### src/rtl/snake_pkg.sv
// Shared encodings and geometry for the snake game controller.
package snake_pkg;

    typedef enum logic [1:0] {
        IDLE = 2'd0,
        PLAY = 2'd1,
        DEAD = 2'd2
    } state_t;

    localparam int GRID  = 5;
    localparam int X_MAX = 640;
    localparam int Y_MAX = 480;

    localparam logic [15:0] LFSR_SEED = 16'hACE1;
    // Fibonacci taps 16,14,13,11 as bit positions 15,13,12,10
    localparam logic [15:0] LFSR_TAPS = 16'hB400;

    localparam logic [9:0] APPLE_X_RST = 10'd400;
    localparam logic [8:0] APPLE_Y_RST = 9'd200;

    // Cell index to pixel origin: GRID + 5*c, with the multiply done as shift-add
    function automatic logic [9:0] cellToPix(input logic [6:0] c);
        logic [9:0] w;
        w = {3'd0, c};
        return (w << 2) + w + 10'(GRID);
    endfunction

endpackage

### src/rtl/apple_gen.sv
// Apple placement: free-running LFSR, relocation arithmetic and registered apple pixel flag.
module apple_gen
    import snake_pkg::*;
(
    input  logic       VGA_clk,
    input  logic       reset,
    input  logic       relocate,
    input  logic [9:0] xCount,
    input  logic [9:0] yCount,
    output logic [9:0] appleX,
    output logic [8:0] appleY,
    output logic       apple
);

    logic [15:0] lfsr_r;
    logic [9:0]  appleX_r;
    logic [8:0]  appleY_r;
    logic        apple_r;
    logic        feedback_s;
    logic [6:0]  cx_s;
    logic [6:0]  cy_s;
    logic [9:0]  newX_s;
    logic [8:0]  newY_s;
    logic        appleHit_s;

    // Feedback, folded cell coordinates and the pixel-inside-apple test
    always_comb begin
        feedback_s = ^(lfsr_r & LFSR_TAPS);
        cx_s       = (lfsr_r[6:0] > 7'd125) ? (lfsr_r[6:0] - 7'd64) : lfsr_r[6:0];
        cy_s       = (lfsr_r[14:8] > 7'd93) ? (lfsr_r[14:8] - 7'd64) : lfsr_r[14:8];
        newX_s     = cellToPix(cx_s);
        newY_s     = 9'(cellToPix(cy_s));
        appleHit_s = (xCount > appleX_r) && (xCount < (appleX_r + 10'(GRID))) &&
                     (yCount > {1'b0, appleY_r}) && (yCount < ({1'b0, appleY_r} + 10'(GRID)));
    end

    // LFSR advance, apple position update and flag register
    always_ff @(posedge VGA_clk) begin
        if (reset) begin
            lfsr_r   <= LFSR_SEED;
            appleX_r <= APPLE_X_RST;
            appleY_r <= APPLE_Y_RST;
            apple_r  <= 1'b0;
        end else begin
            lfsr_r  <= {lfsr_r[14:0], feedback_s};
            apple_r <= appleHit_s;
            if (relocate) begin
                appleX_r <= newX_s;
                appleY_r <= newY_s;
            end else begin
                appleX_r <= appleX_r;
                appleY_r <= appleY_r;
            end
        end
    end

    assign appleX = appleX_r;
    assign appleY = appleY_r;
    assign apple  = apple_r;

endmodule

### src/rtl/snake_game_ctrl.sv
// Snake game sequencer: move strobes, length/score bookkeeping and collision detection per frame.
module snake_game_ctrl
    import snake_pkg::*;
#(
    parameter int MOVE_FRAMES = 4,
    parameter int INIT_SIZE   = 3,
    parameter int MAX_SIZE    = 31
) (
    input  logic       VGA_clk,
    input  logic       reset,
    input  logic       start_btn,
    input  logic       frame_end,
    input  logic [9:0] xCount,
    input  logic [9:0] yCount,
    input  logic       snakeHead,
    input  logic       snakeBody,
    output logic       update,
    output logic       start,
    output logic [4:0] size,
    output logic       apple,
    output logic [9:0] appleX,
    output logic [8:0] appleY,
    output logic       game_over,
    output logic [7:0] score
);

    localparam logic [3:0] LAST_FRAME = 4'(MOVE_FRAMES - 1);

    state_t     state_r, state_n;
    logic       prevBtn_r, btnRise_s;
    logic [9:0] xReg_r, yReg_r;
    logic       border_s;
    logic       hitSelf_r, hitSelf_n, hitWall_r, hitWall_n, ate_r, ate_n;
    logic [3:0] counter_r, counter_n;
    logic       update_r, update_n, start_r, gameOver_r;
    logic [4:0] size_r, size_n;
    logic [7:0] score_r, score_n;
    logic       relocate_s;

    apple_gen u_apple (
        .VGA_clk (VGA_clk),
        .reset   (reset),
        .relocate(relocate_s),
        .xCount  (xCount),
        .yCount  (yCount),
        .appleX  (appleX),
        .appleY  (appleY),
        .apple   (apple)
    );

    // Next-state, sticky collision flags and frame-end bookkeeping
    always_comb begin
        state_n    = state_r;
        update_n   = 1'b0;
        size_n     = size_r;
        score_n    = score_r;
        counter_n  = counter_r;
        relocate_s = 1'b0;
        btnRise_s  = start_btn & ~prevBtn_r;
        border_s   = (xReg_r < 10'(GRID)) || (xReg_r >= 10'(X_MAX - GRID)) ||
                     (yReg_r < 10'(GRID)) || (yReg_r >= 10'(Y_MAX - GRID));

        // Flags are consumed on frame_end, so clearing there loses nothing
        if (frame_end) begin
            hitSelf_n = 1'b0;
            hitWall_n = 1'b0;
            ate_n     = 1'b0;
        end else if (state_r == PLAY) begin
            hitSelf_n = hitSelf_r | (snakeHead & snakeBody);
            hitWall_n = hitWall_r | (snakeHead & border_s);
            ate_n     = ate_r     | (snakeHead & apple);
        end else begin
            hitSelf_n = hitSelf_r;
            hitWall_n = hitWall_r;
            ate_n     = ate_r;
        end

        case (state_r)
            IDLE: begin
                size_n = 5'(INIT_SIZE);
                if (btnRise_s) begin
                    state_n   = PLAY;
                    score_n   = 8'd0;
                    counter_n = 4'd0;
                end else begin
                    update_n = frame_end;
                end
            end
            PLAY: begin
                if (frame_end) begin
                    if (hitSelf_r | hitWall_r) begin
                        state_n = DEAD;
                    end else begin
                        if (ate_r) begin
                            size_n     = (size_r < 5'(MAX_SIZE)) ? (size_r + 5'd1) : size_r;
                            score_n    = (score_r != 8'd255) ? (score_r + 8'd1) : score_r;
                            relocate_s = 1'b1;
                        end else begin
                            relocate_s = 1'b0;
                        end
                        if (counter_r == LAST_FRAME) begin
                            update_n  = 1'b1;
                            counter_n = 4'd0;
                        end else begin
                            counter_n = counter_r + 4'd1;
                        end
                    end
                end else begin
                    state_n = PLAY;
                end
            end
            DEAD: begin
                if (btnRise_s) begin
                    state_n = IDLE;
                end else begin
                    state_n = DEAD;
                end
            end
            default: begin
                state_n = IDLE;
            end
        endcase
    end

    // State and output registers
    always_ff @(posedge VGA_clk) begin
        if (reset) begin
            state_r    <= IDLE;
            prevBtn_r  <= 1'b0;
            xReg_r     <= 10'd0;
            yReg_r     <= 10'd0;
            hitSelf_r  <= 1'b0;
            hitWall_r  <= 1'b0;
            ate_r      <= 1'b0;
            counter_r  <= 4'd0;
            update_r   <= 1'b0;
            start_r    <= 1'b0;
            gameOver_r <= 1'b0;
            size_r     <= 5'(INIT_SIZE);
            score_r    <= 8'd0;
        end else begin
            state_r    <= state_n;
            prevBtn_r  <= start_btn;
            xReg_r     <= xCount;
            yReg_r     <= yCount;
            hitSelf_r  <= hitSelf_n;
            hitWall_r  <= hitWall_n;
            ate_r      <= ate_n;
            counter_r  <= counter_n;
            update_r   <= update_n;
            start_r    <= (state_n != IDLE);
            gameOver_r <= (state_n == DEAD);
            size_r     <= size_n;
            score_r    <= score_n;
        end
    end

    assign update    = update_r;
    assign start     = start_r;
    assign game_over = gameOver_r;
    assign size      = size_r;
    assign score     = score_r;

endmodule

### config.mk
export PLATFORM = sky130hd
export DESIGN_NAME = snake_game_ctrl
export DESIGN_NICKNAME = d
export VERILOG_FILES = /design/src/rtl/snake_pkg.sv /design/src/rtl/apple_gen.sv /design/src/rtl/snake_game_ctrl.sv
export SDC_FILE = /design/constraint.sdc
export NUM_CORES = 1
export LEC_CHECK = 0
export ABC_AREA = 0
export CORE_UTILIZATION = 50
export CTS_CLUSTER_DIAMETER = 100
export DETAILED_ROUTE_END_ITERATION = 8
export GPL_ROUTABILITY_DRIVEN = 0
export GPL_TIMING_DRIVEN = 0
export MAX_ROUTING_LAYER = met4
export PLACE_DENSITY = 0.83
export SLEW_MARGIN = 5
export SYNTH_ARGS = -nofsm -noshare
export SYNTH_HDL_FRONTEND = slang
export SYNTH_HIERARCHICAL = 1
export SYNTH_SLANG_ARGS = --single-unit
### constraint.sdc
create_clock -name VGA_clk -period 2.8 [get_ports VGA_clk]
set_input_delay 0.42 -clock VGA_clk [delete_from_list [all_inputs] [get_ports VGA_clk]]
set_output_delay 0.42 -clock VGA_clk [all_outputs]
set_load 0.1 [all_outputs]
== Word level (Yosys, flattened, before mapping) ==
Cells that the tools add are included.

* $add $sub $neg: 11
* Order comparisons: 11
* Equal/unequal tests: 11
* Multiplexer cells: 32
* Bitwise logic cells: 9
* Reductions and logical operators: 14

{| class="wikitable"
|+ Operators by type and width
! kind !! count
|-
| 8-bit two-way mux || 5
|-
| 10-bit by 3-bit adder with 10-bit output, second input constant || 2
|-
| 10-bit less-than comparator || 2
|-
| 10-bit by 3-bit less-than comparator with 1-bit output, second input constant || 2
|-
| 5-bit two-way mux || 4
|-
| 4-bit two-way mux || 4
|-
| 8-bit case mux with 2 select lines || 1
|-
| 16-bit parity || 1
|-
| 7-bit greater-than comparator, second input constant || 2
|-
| 7-bit two-way mux || 2
|-
| 7-bit subtractor, second input constant || 2
|-
| 9-bit by 3-bit adder with 10-bit output, second input constant || 1
|-
| 9-bit by 7-bit adder with 10-bit output || 1
|-
| 10-bit greater-or-equal comparator, second input constant || 1
|-
| 10-bit by 9-bit greater-or-equal comparator with 1-bit output, second input constant || 1
|-
| 10-bit greater-than comparator || 1
|-
| 10-bit by 9-bit greater-than comparator with 1-bit output || 1
|-
| 5-bit case mux with 2 select lines || 1
|-
| 9-bit by 3-bit adder with 9-bit output, second input constant || 1
|-
| 9-bit by 7-bit adder with 9-bit output || 1
|-
| 8-bit by 1-bit adder with 8-bit output, second input constant || 1
|-
| 1-bit two-way mux || 8
|-
| 2-bit two-way mux || 4
|-
| 2-bit != test, second input constant || 4
|-
| other kinds (22) || 35
|}

* Bits in registers: 82
* Input bits: 26
* Output and inout bits: 36
* Word-level logic and storage cells: 105

== Longest topological paths before layout ==
* Depth in word-level cells: 6
* Depth in mapped cells: 11
* Gate-level depth less buffers: 11

== Hierarchy ==
Netlist, hierarchy kept.

{| class="wikitable"
|+ By module, submodules not included
! module !! instances !! cells an instance !! area an instance (µm²) !! sequential area each (µm²)
|-
| apple_gen || 1 || 349 || 3029.2 || 720.7
|-
| snake_game_ctrl || 1 || 208 || 1919.3 || 920.9
|}

== Least setup slack after synthesis ==
Ideal clock, no wire load.

* Path kind: register to register
* Start: register u_apple.appleX_r[3] (netlist: u_apple/appleX[3])
* End: register u_apple.apple_r (netlist: u_apple/apple)
* Data arrival time: 3.266 ns
* Data required time: 2.721 ns
* Slack: -0.546 ns
* Stages on the path, launching flop included: 12
* Path buffers: 0
* Cell sequence: dfxtp_1 inv_1 nor3_1 and3_1 nand2_1 xnor2_1 ha_1 a22o_1 nor4_2 o2111ai_1 or4_1 a211oi_2

* Word-level cells in the longest chain between the ends: 5

{| class="wikitable"
|+ Ends and longest elaborated chain
! item !! line !! text
|-
| start: declaration || apple_gen.sv:16 || <nowiki>logic [9:0] appleX_r;</nowiki>
|-
| start signal: assignment || apple_gen.sv:48 || <nowiki>appleX_r <= newX_s;</nowiki>
|-
| start signal: assignment || apple_gen.sv:51 || <nowiki>appleX_r <= appleX_r;</nowiki>
|-
| 10-bit by 3-bit adder with 10-bit output || apple_gen.sv:33 || <nowiki>appleHit_s = (xCount > appleX_r) && (xCount < (appleX_r + 10'(GRID))) &&</nowiki>
|-
| 10-bit less-than comparator || apple_gen.sv:33 ||
|-
| 1-bit logical AND * (2 in a row) || apple_gen.sv:33 ||
|-
| 1-bit logical AND * || apple_gen.sv:34 || <nowiki>(yCount > {1'b0, appleY_r}) && (yCount < ({1'b0, appleY_r} + 10'(GRID)));</nowiki>
|-
| end signal: assignment || apple_gen.sv:46 || <nowiki>apple_r <= appleHit_s;</nowiki>
|-
| end: declaration || apple_gen.sv:18 || <nowiki>logic apple_r;</nowiki>
|}

Mark *: on every way between the ends. The rest lies on a longest branch, timed or not.
A chain may end at the register's enable or synchronous reset.

== Final worst setup path ==
* Start: register u_apple.appleX_r[5] (netlist: u_apple/appleX[5])
* End: register u_apple.apple_r (netlist: u_apple/apple)

The elaborated chain is that of the path after synthesis.

==> reports/results.ini <==
[run_status]
outcome=completed

[logic_synthesis]
ys_dominant_reg_cell=dfxtp_1
yosys_warnings=6
syn_area_um2=4950
synth_mux_area_share_pct=2.02
synthTopCellsByArea=dfxtp_1 33%, ha_1 18%, xnor2_1 3.9%
synth_adder_area_share_pct=18.0
yosysTopAreaCell=dfxtp_1
synth_top_family_by_area=simple AND/OR/NAND/NOR gates
synth_cell_types=63
syn_inst=557
syn_nets=654
yosys_register_bits=82
synthXorXnorAreaFrac_pct=4.60
synth_top_area_share_pct=33.2
ys_seq_area_share_pct=33.2
synth_area_per_cell_um2=8.88
synthArstFlopShare_pct=0
synth_compound_area_share_pct=16.3
synth_edf_count=0
yosys.area_share.simple_pct=21.0

[min_path]
hold_depth=2
hold_path_end=hitSelf_r
min_path_type=input pin to register
hp-start=frame_end

[cts]
cts_buffers=9
tritoncts=yes
insertion_delay_ps=360
clockBufferDepth=2
path_clk_slew_ps=90
postCtsHoldBufs=0
htree_levels=3
clock_sinks=82
cts_root_buf=clkbuf_8

[sta]
hold_violations=0
setup_violations=0
rsz0062_at_grt=true
tightestPinTransition_ps=977
setup_tns_ps=0
post-route-min-period_ps=2740
maxSlewViolCount=0
fmax_mhz=365
slew-limit-headroom_pct=34.7
hold_ws_ps=295
fin_crit_sh_pct=97.8
skew_ps=16.9

[global_route]
grt_pass1_vias=4328
grt-ovfl-total=0
antenna_found_initial=0
grt_pass1_wl_mm=19.4
grt_usage_pct=24.7
grt_max_degree=15

[cells_and_area]
fin_area_um2=6020
fin_util_pct=63.9
fillerInstances=752
num_antenna_cells=0
seq_area_um2=1670
drive_above_1_share_pct=10.1
multi_input_area_um2=3090
nNetsFinal=728
syn_to_final_growth_pct=21.6

[worst_setup_path]
r2r_slack_ps=60
rr_worst_depth=11
rr_startpoint=u_apple/appleX[5]
cp_max_fo=4
regToRegEndpoint=u_apple/apple
critical_path_class=register to register
cp-end-kind=register
cp.arrival_ps=3020
start_kind=register
worst_ep_required_time_ps=3080

[power_and_ir_drop]
swShare_pct=28.0
netSwitchingPower_mw=0.746
p_leak_nw=2.46
power_mw=2.66
peakVddDrop_uv=313
power_frac_clock_pct=35.3
p_int_mw=1.92
pwr-share-seq_pct=46.6
p_per_area_nw_per_um2=442
p_comb_share_pct=18.1

[die]
chipWidth_um=101
initial_core_util_pct=52.6
io-pin-count=62
rows=35
core_um2=9420
dieArea_um2=10300
die_height_um=101

[run]
cap_violations=0

[detailed_routing]
routed_wl_mm=12.0
drc=0
via_per_inst=5.73
drt-pass1-iter-count=7
final_antenna_net_count=0
wl_per_cell_um=15.6
num_vias=4387
drt_iter0_drc=159

[placement]
dp_hpwl_mm=9.20
dpl_cell_area_um2=5740
portBuffers=60

[routing by layer]
| metal | wire, um | up-vias | track usage [%] |
|---|---|---|---|
| li1 | - | 2160 | - |
| met4 | 239 | 0 | 9.59 |
| met5 | 0 | - | - |
| met1 | 4910 | 2066 | 26.4 |
| met2 | 6270 | 136 | 45.6 |
| met3 | 538 | 25 | 3.66 |
[cell usage after synthesis (2+ instances only)]
library cell	n
dfxtp_1	82
nor4_1	3
o22ai_1	2
mux2i_1	10
o211ai_1	3
a311o_1	2
nand4b_1	3
a221oi_1	2
ha_1	71
or3_1	5
buf_2	3
nand2b_1	5
nor3_1	18
a211o_1	4
or2_2	9
nand3_1	12
o311ai_0	3
nor2b_1	29
a2111oi_0	2
o21bai_1	3
o2111ai_1	2
and4_1	3
nand3b_1	4
o31a_1	3
nor2_1	47
a211oi_1	12
a21boi_1	2
nand2_1	19
buf_1	3
inv_1	45
a21o_1	9
a21oi_1	21
xnor2_1	22
o31ai_1	6
nand4_1	8
or4_1	6
clkbuf_1	9
and3_1	5
xor2_1	4
a31oi_1	10
o21ai_0	20
o32ai_1	2
nor3b_1	4
[cell type report]
cell class | count | share of cell area [%]
multi-input cells | 413 | 51.4
flip-flops and latches | 82 | 27.8
repair buffers | 63 | 10.4
inverters | 45 | 2.89
well taps | 129 | 2.68
clock buffers | 10 | 2.12
clock inverters | 6 | 1.45
plain buffers | 17 | 1.33
[power groups by stage]
stage	combinational [mW]	sequential [mW]	clock [mW]
finish	0.482	1.24	0.940
global route	0.532	1.25	0.994
CTS	0.477	1.24	0.952
detailed placement	0.470	1.27	0
global placement	0.452	1.26	0
floorplan	0.293	1.30	0
[registers in the layout (all words and copies together), names as in the netlist]
name            count
size                5
game_over           1
counter_r           4
yReg_r             10
u_apple/appleX     10
u_apple/lfsr_r     16
update              1
prevBtn_r           1
state_r             2
score               8
u_apple/appleY      9
hitSelf_r           1
start               1
ate_r               1
xReg_r             10
hitWall_r           1
u_apple/apple       1
[metrics by stage]
stage / instances / setup WS [ps]
after CTS: 762 / 40.8
after detailed placement: 746 / -7.91
after floorplan: 557 / 5.08
after global placement: 746 / 69.4
final: 765 / 60.6
after global routing: 765 / -81.2
[critical path, stage by stage, from the launching register on]
cell and delay, ps:
dfxtp_4 380, inv_4 40, nor3_4 200, and3_4 220, nand2_4 50, xnor2_2 130, ha_1 320, a22o_1 250
nor4_2 260, o2111ai_1 140, or4_4 500, a211oi_2 160
[worst max path at each step]
stage / to / cells after the start / startpoint
6_report: u_apple/apple / 11 / u_apple/appleX[5]
5_1_grt: u_apple/apple / 10 / u_apple/appleX[0]
4_1_cts: u_apple/appleX[4] / 9 / state_r[0]
3_5_place_dp: u_apple/apple / 11 / u_apple/appleX[3]
3_3_place_gp: u_apple/apple / 11 / u_apple/appleX[3]
2_1_floorplan: u_apple/apple / 11 / u_apple/appleX[3]
[cells in the final DEF, fill, tap and decap left out, types with 10 or more instances in the layout]
cell type,n
nand3_1,12
nand2_1,18
clkdlybuf4s50_1,60
xnor2_1,21
a31oi_1,10
a211oi_1,12
o21ai_0,20
nor2b_1,29
a21oi_1,21
dfxtp_1,64
nor3_1,17
mux2i_1,10
dfxtp_2,15
inv_1,42
nor2_1,47
ha_1,71
clkbuf_1,10
[logic make-up (layout without fill, tap and decap cells)]
logic type      count (synthesis)  count (layout)
buf+inv                        62             141
compound gates                117             117
fa+ha+maj                      71              71
xor+xnor                       26              26
flops                          82              82
mux                            10              10
simple gates                  189             189
[what timing repair did]
item                       4_1_cts  5_1_grt
buffers inserted                 0        3
setup endpoints to repair        1        7
gates resized for setup          1       12
pin swaps                        0        9
No activity file was read; power rests on OpenSTA's default activity.
